--- src/rtl/ps2_cmd_sequencer.sv ---
// ps2_cmd_sequencer: host-side PS/2 command scheduler.
// Sends opcode/argument, handles ACK/resend/BAT, forwards scancodes.
module ps2_cmd_sequencer #(
  parameter int ACK_TIMEOUT = 1_000_000,
  parameter int MAX_RETRY   = 3
) (
  input  logic       CLOCK_50,
  input  logic       reset,
  input  logic       cmd_valid,
  output logic       cmd_ready,
  input  logic [7:0] cmd_code,
  input  logic       cmd_has_arg,
  input  logic [7:0] cmd_arg,
  output logic       tx_send,
  output logic [7:0] tx_byte,
  input  logic       tx_done,
  input  logic       tx_err,
  input  logic       rx_valid,
  input  logic [7:0] rx_data,
  output logic       pass_valid,
  output logic [7:0] pass_data,
  output logic       done,
  output logic       err,
  output logic [1:0] err_code,
  output logic       busy
);
  localparam int TW = ($clog2(ACK_TIMEOUT) > 20) ? $clog2(ACK_TIMEOUT) : 20;
  localparam logic [TW-1:0] TMAX = TW'(ACK_TIMEOUT - 1);
  localparam logic [3:0] RMAX = 4'(MAX_RETRY);

  typedef enum logic [2:0] {
    IDLE, SEND_OP, SEND_ARG, WAIT_TX,
    WAIT_ACK, WAIT_BAT, DONE, ERR
  } state_t;

  state_t        state, state_n;
  logic [7:0]    op, op_n, arg, arg_n;
  logic          has_arg, has_arg_n;
  logic          arg_ph, arg_ph_n;
  logic [3:0]    retry, retry_n;
  logic [TW-1:0] tmr, tmr_n;
  logic          tx_send_n, done_n, err_n;
  logic          pass_valid_n, fwd;
  logic [7:0]    tx_byte_n, pass_data_n;
  logic [1:0]    err_code_n;
  logic          rx_ack, rx_rsnd, rx_bat, rx_bfail, expired;

  assign cmd_ready = (state == IDLE);
  assign busy      = ~cmd_ready;
  assign rx_ack    = rx_valid && (rx_data == 8'hFA);
  assign rx_rsnd   = rx_valid && (rx_data == 8'hFE);
  assign rx_bat    = rx_valid && (rx_data == 8'hAA);
  assign rx_bfail  = rx_valid && (rx_data == 8'hFC);
  assign expired   = (tmr == TMAX);

  always_comb begin
    state_n      = state;
    op_n         = op;
    arg_n        = arg;
    has_arg_n    = has_arg;
    arg_ph_n     = arg_ph;
    retry_n      = retry;
    tx_send_n    = 1'b0;
    tx_byte_n    = tx_byte;
    done_n       = 1'b0;
    err_n        = 1'b0;
    err_code_n   = err_code;
    fwd          = rx_valid;
    unique case (state)
      IDLE: if (cmd_valid) begin
        op_n       = cmd_code;
        arg_n      = cmd_arg;
        has_arg_n  = cmd_has_arg;
        arg_ph_n   = 1'b0;
        retry_n    = '0;
        err_code_n = 2'b00;
        state_n    = SEND_OP;
      end
      SEND_OP: begin
        tx_send_n = 1'b1;
        tx_byte_n = op;
        state_n   = WAIT_TX;
      end
      SEND_ARG: begin
        tx_send_n = 1'b1;
        tx_byte_n = arg;
        state_n   = WAIT_TX;
      end
      WAIT_TX: begin
        if (tx_err) begin
          state_n    = ERR;
          err_code_n = 2'b01;
        end else if (tx_done) begin
          state_n = WAIT_ACK;
        end
      end
      WAIT_ACK: begin
        // a consumed byte in the expiry cycle beats the timeout
        if (rx_ack) begin
          fwd = 1'b0;
          if (!arg_ph && has_arg) begin
            arg_ph_n = 1'b1;
            retry_n  = '0;
            state_n  = SEND_ARG;
          end else if (!arg_ph && op == 8'hFF) begin
            state_n = WAIT_BAT;
          end else begin
            state_n = DONE;
          end
        end else if (rx_rsnd) begin
          fwd = 1'b0;
          if (retry < RMAX) begin
            retry_n = retry + 4'd1;
            state_n = arg_ph ? SEND_ARG : SEND_OP;
          end else begin
            state_n    = ERR;
            err_code_n = 2'b11;
          end
        end else if (expired) begin
          state_n    = ERR;
          err_code_n = 2'b10;
        end
      end
      WAIT_BAT: begin
        if (rx_bat) begin
          fwd     = 1'b0;
          state_n = DONE;
        end else if (rx_bfail) begin
          fwd        = 1'b0;
          state_n    = ERR;
          err_code_n = 2'b11;
        end else if (expired) begin
          state_n    = ERR;
          err_code_n = 2'b10;
        end
      end
      DONE: begin
        done_n  = 1'b1;
        state_n = IDLE;
      end
      ERR: begin
        err_n   = 1'b1;
        state_n = IDLE;
      end
      default: state_n = IDLE;
    endcase
    pass_valid_n = fwd;
    pass_data_n  = fwd ? rx_data : pass_data;
    // timer restarts on every state change
    if ((state == WAIT_ACK || state == WAIT_BAT) && state_n == state)
      tmr_n = tmr + 1'b1;
    else
      tmr_n = '0;
  end

  always_ff @(posedge CLOCK_50 or posedge reset) begin
    if (reset) begin
      state      <= IDLE;
      op         <= '0;
      arg        <= '0;
      has_arg    <= 1'b0;
      arg_ph     <= 1'b0;
      retry      <= '0;
      tmr        <= '0;
      tx_send    <= 1'b0;
      tx_byte    <= '0;
      done       <= 1'b0;
      err        <= 1'b0;
      err_code   <= '0;
      pass_valid <= 1'b0;
      pass_data  <= '0;
    end else begin
      state      <= state_n;
      op         <= op_n;
      arg        <= arg_n;
      has_arg    <= has_arg_n;
      arg_ph     <= arg_ph_n;
      retry      <= retry_n;
      tmr        <= tmr_n;
      tx_send    <= tx_send_n;
      tx_byte    <= tx_byte_n;
      done       <= done_n;
      err        <= err_n;
      err_code   <= err_code_n;
      pass_valid <= pass_valid_n;
      pass_data  <= pass_data_n;
    end
  end
endmodule

--- config.mk ---
export PLATFORM = sky130hd
export DESIGN_NAME = ps2_cmd_sequencer
export DESIGN_NICKNAME = d
export VERILOG_FILES = /design/src/rtl/ps2_cmd_sequencer.sv
export SDC_FILE = /design/constraint.sdc
export NUM_CORES = 1
export LEC_CHECK = 0
export ABC_AREA = 0
export BUFFER_PORTS_ARGS = -buffer_cell sky130_fd_sc_hd__buf_2
export CORE_UTILIZATION = 45
export CTS_CLUSTER_DIAMETER = 200
export DETAILED_ROUTE_END_ITERATION = 7
export GPL_ROUTABILITY_DRIVEN = 1
export PLACE_DENSITY = 0.73
export SKIP_CTS_REPAIR_TIMING = 1
export SLEW_MARGIN = 40
export SYNTH_ARGS = -nofsm -noshare
export SYNTH_HDL_FRONTEND = slang
export SYNTH_SLANG_ARGS = --single-unit
--- constraint.sdc ---
create_clock -name CLOCK_50 -period 2.8 [get_ports CLOCK_50]
set_clock_uncertainty 0.1 [all_clocks]
set_input_delay 0.84 -clock CLOCK_50 [delete_from_list [all_inputs] [get_ports CLOCK_50]]
set_output_delay 0.84 -clock CLOCK_50 [all_outputs]
set_load 0.01 [all_outputs]
==> metrics.txt, run 1 <==
mapped cell area 3420 um2; Port Buffers 54; Syn Area/Cell 10.5 um2; maximum resistive drop on vdd 0.000608 V; switching share of power 36.7%; Core Util, Final 56.3%; post-synthesis sequential area ratio 49.0%; # IOs 55; max-slew violation count 0; Row Count 31; CTS Buffer Depth 2; ranking of synthesized cells by area dfrtp_1 49%, mux2_2 5.3%, nor4_1 4.6%; Achievable Freq 398 MHz; status finished clean; Synth Instances 327; number of synthesized register bits 67; Worst-Margin Slew 783 ps; remaining antenna violation count 0; crit path DAT 2630 ps; Starting Density 47.0%; Die X 89.2 um; Critical Path Fanout Max 9; Pint 2.26 mW; PwrDens 871 nW/um2; Register-to-Register Path Depth 8; Post-Route WL 7.53 mm; initial antenna violation count 0; Setup WS pre-CTS -66.3 ps; vias in the first global route 2,643; post-synth top area cell dfrtp_1; clk_lat worst skew 340 ps; FF-to-FF End tmr[12]; fillers 651; final setup margin 288 ps; wire per inst 15.2 um; Core Region 7290 um2; largest net degree at the start of global routing 68; Via-to-Cell Ratio 5.58; Distinct cells, synth 48; clk root buf clkbuf_8; worst rel slew slack 47.3%; drt drc 0; clk slew on worst S/H paths 70 ps; combinational fraction of design power 37.9%; Final Hold Vio Count 0; GPL Wtd Cong 0.828; Syn-to-layout area delta 19.9%; Critical R2R Launch state[1]; DIE HEIGHT 89.2 um; Worst setup endpoint pass_data[7]; RSZ-0062 raised after global routing no; CP Launch Type input port; gr usage total 21.1%; Synthesized Nets 360; via count 2,762; share of the synthesized area in the top cell type 49.0%; Post-synth EDFFs 0; sequential power share 39.4%; initial drt markers 230; first-pass GRT wire length 12.6 mm; Main synth FF type dfrtp_1; layout cells sized above 1 30.1%; reg-to-reg slack, setup 430 ps; first-pass iteration count of the detailed router 4; Setup crit end kind register; Final period util 89.7%; total power 3.57 mW; final setup TNS 0 ps; asr flop ratio synth 100%; min-delay worst type reg -> reg; CTS tree yes; P_leak 1.79 nW; Final min period 2510 ps; sw power 1.31 mW; ant diodes 0; Crit Path Class in -> reg; Num CTS Buffers 9; Crit. Startpoint rx_data[0]; Final Setup Violations 0; YS warnings 0; max_cap viols 0; Clock Power Share 22.7%; WHS 408 ps; total gr overflow 0; Final nets 424; Die Area 7960 um2; H-tree Lvls 3; CTS Sinks 67; critical path required time 2920 ps; Final HPWL DP 5.24 mm
[layout make-up]
type	count	area, um2	area share (%)
clock inverters	5	61.3	1.49
flip-flops and latches	67	1680	40.8
inverters	9	33.8	0.823
well taps	99	124	3.02
multi-input cells	232	1640	39.9
repair buffers	72	430	10.5
clock buffers	11	141	3.44
[stage by stage]
stage,cells,instance area [um2]
floorplan,327,3420
CTS,495,4100
global placement,479,3900
finish,495,4110
global route,495,4110
detailed placement,479,3900
[worst min-delay path by stage]
stage                             from  slack, ps  depth (start not counted)           end
after global placement     err_code[0]        390                          1   err_code[0]
after global routing      pass_data[0]        430                          1  pass_data[0]
after CTS                  err_code[0]        410                          1   err_code[0]
final                      err_code[0]        410                          1   err_code[0]
after floorplan                 tmr[0]        370                          1        tmr[0]
after detailed placement   err_code[0]        390                          1   err_code[0]
[logic make-up after synthesis]
| kind of cell | Yosys count | share of synthesized area (%) |
|---|---|---|
| xor gates and xnor gates | 20 | 5.11 |
| muxes | 26 | 9.35 |
| DFF | 67 | 49.0 |
| AOI/OAI and AO/OA | 57 | 11.5 |
| buffers and inverters | 28 | 3.54 |
| adders and majority gates | 2 | 0.731 |
| and+or+nand+nor | 127 | 20.8 |
[power groups by stage]
| stage | sequential (mW) | clock, mW | combinational [mW] |
|---|---|---|---|
| after floorplan | 1.43 | 0 | 0.918 |
| after global placement | 1.41 | 0 | 1.32 |
| after detailed placement | 1.42 | 0 | 1.35 |
| after CTS | 1.41 | 0.833 | 1.36 |
| after global routing | 1.45 | 0.880 | 1.51 |
| final | 1.41 | 0.811 | 1.36 |
[registers in the layout, summed over array words and instances, names as in the netlist]
register    flops
tx_byte         8
pass_valid      1
pass_data       8
done            1
tx_send         1
tmr            20
op              8
err             1
state           3
has_arg         1
arg_ph          1
retry           4
err_code        2
arg             8
[synth_stat cells (7+ instances only)]
| cell | n |
|---|---|
| o31ai_1 | 9 |
| mux2_2 | 16 |
| o21ai_0 | 7 |
| nand2_1 | 17 |
| clkbuf_1 | 10 |
| buf_2 | 7 |
| inv_1 | 9 |
| nand3_1 | 15 |
| nand2b_1 | 12 |
| a21oi_1 | 19 |
| nand4_1 | 9 |
| nor2_1 | 20 |
| mux2_4 | 8 |
| xor2_1 | 10 |
| o22ai_1 | 8 |
| xnor2_1 | 10 |
| nor4_1 | 25 |
| dfrtp_1 | 67 |
| nor3_1 | 8 |
[per-layer routing]
metal  GRT usage [%]  up-vias  routed length, um
met5               0        -                  0
met4            7.79        0                 97
met3            5.82        8                415
met2            32.5       83               3470
met1            28.4     1338               3540
li1                -     1333                  -
[cells in the final DEF (no fill, tap or decap), types with 3 or more instances in the layout]
master / synthesis / routed
a21oi_1: 19 / 19
and3_1: 3 / 3
buf_2: 7 / 54
buf_4: 0 / 16
clkbuf_8: 0 / 10
dfrtp_1: 67 / 67
inv_1: 9 / 8
mux2_2: 16 / 16
mux2_4: 8 / 8
nand2_1: 17 / 17
nand2b_1: 12 / 12
nand3_1: 15 / 15
nand4_1: 9 / 9
nor2_1: 20 / 20
nor2b_1: 3 / 3
nor3_1: 8 / 8
nor4_1: 25 / 25
o21ai_0: 7 / 7
o22ai_1: 8 / 8
o31ai_1: 9 / 9
xnor2_1: 10 / 10
xor2_1: 10 / 10
[worst max-delay path, stage by stage]
cell	delay, ps
buf_2	120
nand3b_1	170
or4b_4	600
a211oi_1	410
nor3b_4	160
mux2_4	330
Power figures use the tool's default switching activity.
==> run 2: changes to the inputs <==
--- a/config.mk
+++ b/config.mk
@@ -7,11 +7,11 @@
 export LEC_CHECK = 0
 export ABC_AREA = 0
 export BUFFER_PORTS_ARGS = -buffer_cell sky130_fd_sc_hd__buf_2
-export CORE_UTILIZATION = 45
+export CORE_UTILIZATION = 40
 export CTS_CLUSTER_DIAMETER = 200
 export DETAILED_ROUTE_END_ITERATION = 7
 export GPL_ROUTABILITY_DRIVEN = 1
-export PLACE_DENSITY = 0.73
+export PLACE_DENSITY = 0.67
 export SKIP_CTS_REPAIR_TIMING = 1
 export SLEW_MARGIN = 40
 export SYNTH_ARGS = -nofsm -noshare
==> metrics.txt, run 2 (synthesized netlist as in run 1, its figures left out) <==
clk_lat worst skew 340 ps; Num CTS Buffers 9; final setup margin 270 ps; Critical Path Fanout Max 9; initial antenna violation count 0; Post-Route WL 7.70 mm; maximum resistive drop on vdd 0.000498 V; Starting Density 41.5%; worst rel slew slack 48.2%; vias in the first global route 2,700; Register-to-Register Path Depth 5; WHS 386 ps; max_cap viols 0; Syn-to-layout area delta 19.5%; worst-path cell chain buf_2 > nand3b_1 > or4b_4 > a211oi_1 > nor3b_4 > mux2_4; Final Hold Vio Count 0; critical path's slowest cell or4b_4; worst path bufs/invs 1; cell family with most CP delay simple AND/OR/NAND/NOR gates; CTS Sinks 67; max-slew violation count 0; total gr overflow 0; Via-to-Cell Ratio 5.52; layout cells sized above 1 29.8%; largest net degree at the start of global routing 36; most common cell after layout, fill and taps aside dfrtp_1; final setup TNS 0 ps; PwrDens 855 nW/um2; Core Util, Final 49.6%; first-pass GRT wire length 13.0 mm; Final Setup Violations 0; Worst-Margin Slew 769 ps; Die X 94.5 um; via count 2,768; CP peak stage delay 600 ps; Crit. Startpoint rx_data[0]; # IOs 55; Setup crit end kind register; CTS Buffer Depth 2; CP Launch Type input port; Final min period 2530 ps; Port Buffers 54; Crit Path Class in -> reg; drt drc 0; Row Count 33; gr usage total 18.8%; Largest Register tmr; Final nets 424; GPL Wtd Cong 0.877; RSZ-0062 raised after global routing no; clk root buf clkbuf_8; critical path required time 2920 ps; Die Area 8930 um2; Final HPWL DP 5.60 mm; Achievable Freq 395 MHz; P_leak 1.78 nW; Final period util 90.4%; most frequent cells in the layout 67 x dfrtp_1, 54 x buf_2, 25 x nor4_1, 20 x nor2_1, 19 x a21oi_1; clk slew on worst S/H paths 70 ps; initial drt markers 131; H-tree Lvls 3; CTS tree yes; Core Region 8260 um2; Setup WS pre-CTS -74.0 ps; remaining antenna violation count 0; Crit path depth 6; ant diodes 0; first-pass iteration count of the detailed router 4; min-delay worst type in -> async; status finished clean; max reg flops 20; DIE HEIGHT 94.5 um; Critical R2R Launch state[0]; crit path DAT 2650 ps; wire per inst 15.4 um
-- run 2: cell count changes in the layout (fill, tap and decap cells not counted), sizes merged --
| cell | previous run | this run |
|---|---|---|
| clkinvlp | 0 | 1 |
| clkbuf | 11 | 12 |
| bufinv | 1 | 0 |
| inv | 10 | 9 |
-- run 2: path summary, 6_finish.rpt --
| kind | endpoint | slack (ps) |
|---|---|---|
| worst max register to register | pass_data[2] | 480 |
| min in group CLOCK_50 | err_code[0] | 390 |
| worst min register to register | err_code[0] | 390 |
| worst max-delay path | pass_data[2] | 270 |
| worst min-delay path | arg[6] | 390 |
| max in group asynchronous | retry[2] | 1670 |
-- run 2: stage by stage --
step	total power [mW]	cells	area, um2
floorplan	2.35	327	3420
global placement	2.77	485	3920
detailed placement	2.82	485	3920
CTS	3.53	501	4090
global route	3.76	501	4090
finish	3.50	501	4090
-- run 2: where the power goes --
part	internal [mW]	switching, mW
clock network	0.344	0.356
logic	0.613	0.780
registers	1.23	0.174
total	2.19	1.31
-- run 2: area by class of cell --
type	instances	area, um2
clock inverters	4	26.3
flip-flops and latches	67	1680
multi-input cells	232	1640
fillers	793	4160
repair buffers	72	443
clock buffers	12	145
inverters	9	33.8
well taps	105	131
-- run 2: routing by layer --
layer	vias to the layer above	GRT usage, %	part of all wire (%)
met5	-	0	0
met4	0	4.92	0.97
met3	7	5.31	6.0
met2	83	29.8	47
met1	1340	25.3	46
li1	1338	-	-
==> run 3: changes to the inputs <==
--- a/config.mk
+++ b/config.mk
@@ -11,6 +11,7 @@
 export CTS_CLUSTER_DIAMETER = 200
 export DETAILED_ROUTE_END_ITERATION = 7
 export GPL_ROUTABILITY_DRIVEN = 1
+export GPL_TIMING_DRIVEN = 0
 export PLACE_DENSITY = 0.67
 export SKIP_CTS_REPAIR_TIMING = 1
 export SLEW_MARGIN = 40
==> metrics.txt, run 3 (synthesized netlist as in run 1, its figures left out) <==
Die X 94.5 um; Die Area 8930 um2; H-tree Lvls 3; total gr overflow 0; Syn-to-layout area delta 19.7%; top sig layer met4; Largest Register tmr; critical path required time 2930 ps; layout cells sized above 1 27.6%; met2 routed WL 3.74 mm; Final period util 92.7%; crit path DAT 2720 ps; Num CTS Buffers 9; first-pass GRT wire length 13.2 mm; first-pass iteration count of the detailed router 5; largest net degree at the start of global routing 40; clk slew on worst S/H paths 70 ps; CTS Sinks 67; Post-Route WL 7.91 mm; initial antenna violation count 0; ant diodes 0; max-slew violation count 0; GPL Wtd Cong 0.835; gr usage total 19.4%; vias in the first global route 2,711; maximum resistive drop on vdd 0.000479 V; min-delay worst type in -> async; WHS 378 ps; met1 WL 3.58 mm; worst path bufs/invs 2; Non-Filler Instances 503; Final HPWL DP 5.61 mm; wire per inst 15.7 um; Worst-Margin Slew 732 ps; worst-path cell chain buf_2 > nand3b_1 > or4b_4 > a211oi_2 > a21oi_1 > buf_2 > nor4_1; Final min period 2600 ps; most frequent cells in the layout 67 x dfrtp_1, 61 x buf_2, 25 x nor4_1, 20 x nor2_1, 19 x a21oi_1; clk_lat worst skew 350 ps; Achievable Freq 385 MHz; worst rel slew slack 50.7%; CP Launch Type input port; Final Hold Vio Count 0; Core Util, Final 49.6%; drt drc 0; RSZ-0062 raised after global routing no; Core Region 8260 um2; Post-Place Cells 487; Final nets 426; status finished clean; Setup crit end kind register; Starting Density 41.5%; most common cell after layout, fill and taps aside dfrtp_1; Via-to-Cell Ratio 5.56; critical path's slowest cell or4b_4; Port Buffers 54; met3 wire length 497 um; Crit Path Class in -> reg; DIE HEIGHT 94.5 um; P_leak 1.77 nW; # IOs 55; PwrDens 915 nW/um2; CTS Buffer Depth 2; max reg flops 20; via count 2,799; clk root buf clkbuf_8; Final Setup Violations 0; initial drt markers 188; cell family with most CP delay simple AND/OR/NAND/NOR gates; remaining antenna violation count 0; max_cap viols 0; Critical Path Fanout Max 10; CTS tree yes; Top cell by count, worst path buf_2; CP peak stage delay 620 ps; Row Count 33
[run 3: per-layer routing]
| layer | vias to the layer above | track usage [%] |
|---|---|---|
| met2 | 102 | 30.5 |
| met5 | - | 0 |
| met3 | 10 | 6.12 |
| met4 | 0 | 5.30 |
| met1 | 1346 | 25.9 |
| li1 | 1341 | - |
[run 3: power breakdown]
group	leakage, nW	internal, mW	total [mW]	switching, mW
Sequential	0.854	1.23	1.41	0.179
Clock	0.126	0.617	0.999	0.382
Combinational	0.794	0.560	1.34	0.780
[run 3: metrics by stage]
stage / instance area, um2 / power [mW] / TNS, ps / worst slack, ps
floorplan: 3420 / 2.35 / 0 / 164
global placement: 3830 / 2.72 / -42320 / -628
detailed placement: 3850 / 2.77 / -1720 / -127
CTS: 4100 / 3.78 / 0 / 222
global route: 4100 / 4.01 / 0 / 103
finish: 4100 / 3.75 / 0 / 203
[run 3: layout make-up]
class	instances	area (um2)
fill	788	4160
sequential	67	1680
multi-input combinational	232	1630
timing repair buffer	55	290
clock buffer	10	138
tap	105	131
clock inverter	6	113
buffer	19	87.6
inverter	9	36.3
[run 3: worst paths after layout]
| check | slack, ps | from | cells past startpoint | to |
|---|---|---|---|---|
| setup / recovery | 200 | rx_data[0] | 7 | tmr[18] |
| hold / removal | 380 | reset | 2 | op[6] |
| setup reg to reg | 320 | state[0] | 7 | pass_data[5] |
| hold reg to reg | 410 | retry[0] | 1 | retry[0] |
| max in group asynchronous | 1680 | reset | 3 | tmr[2] |
| min in group CLOCK_50 | 410 | retry[0] | 1 | retry[0] |
[run 3: worst register-to-register path, cell delays in order (launching register included)]
cell and delay (ps):
dfrtp_1 360, clkbuf_1 210, or3b_2 540, a31oi_2 310, a211oi_1 80, nor3b_1 250
buf_6 200, mux2_4 310
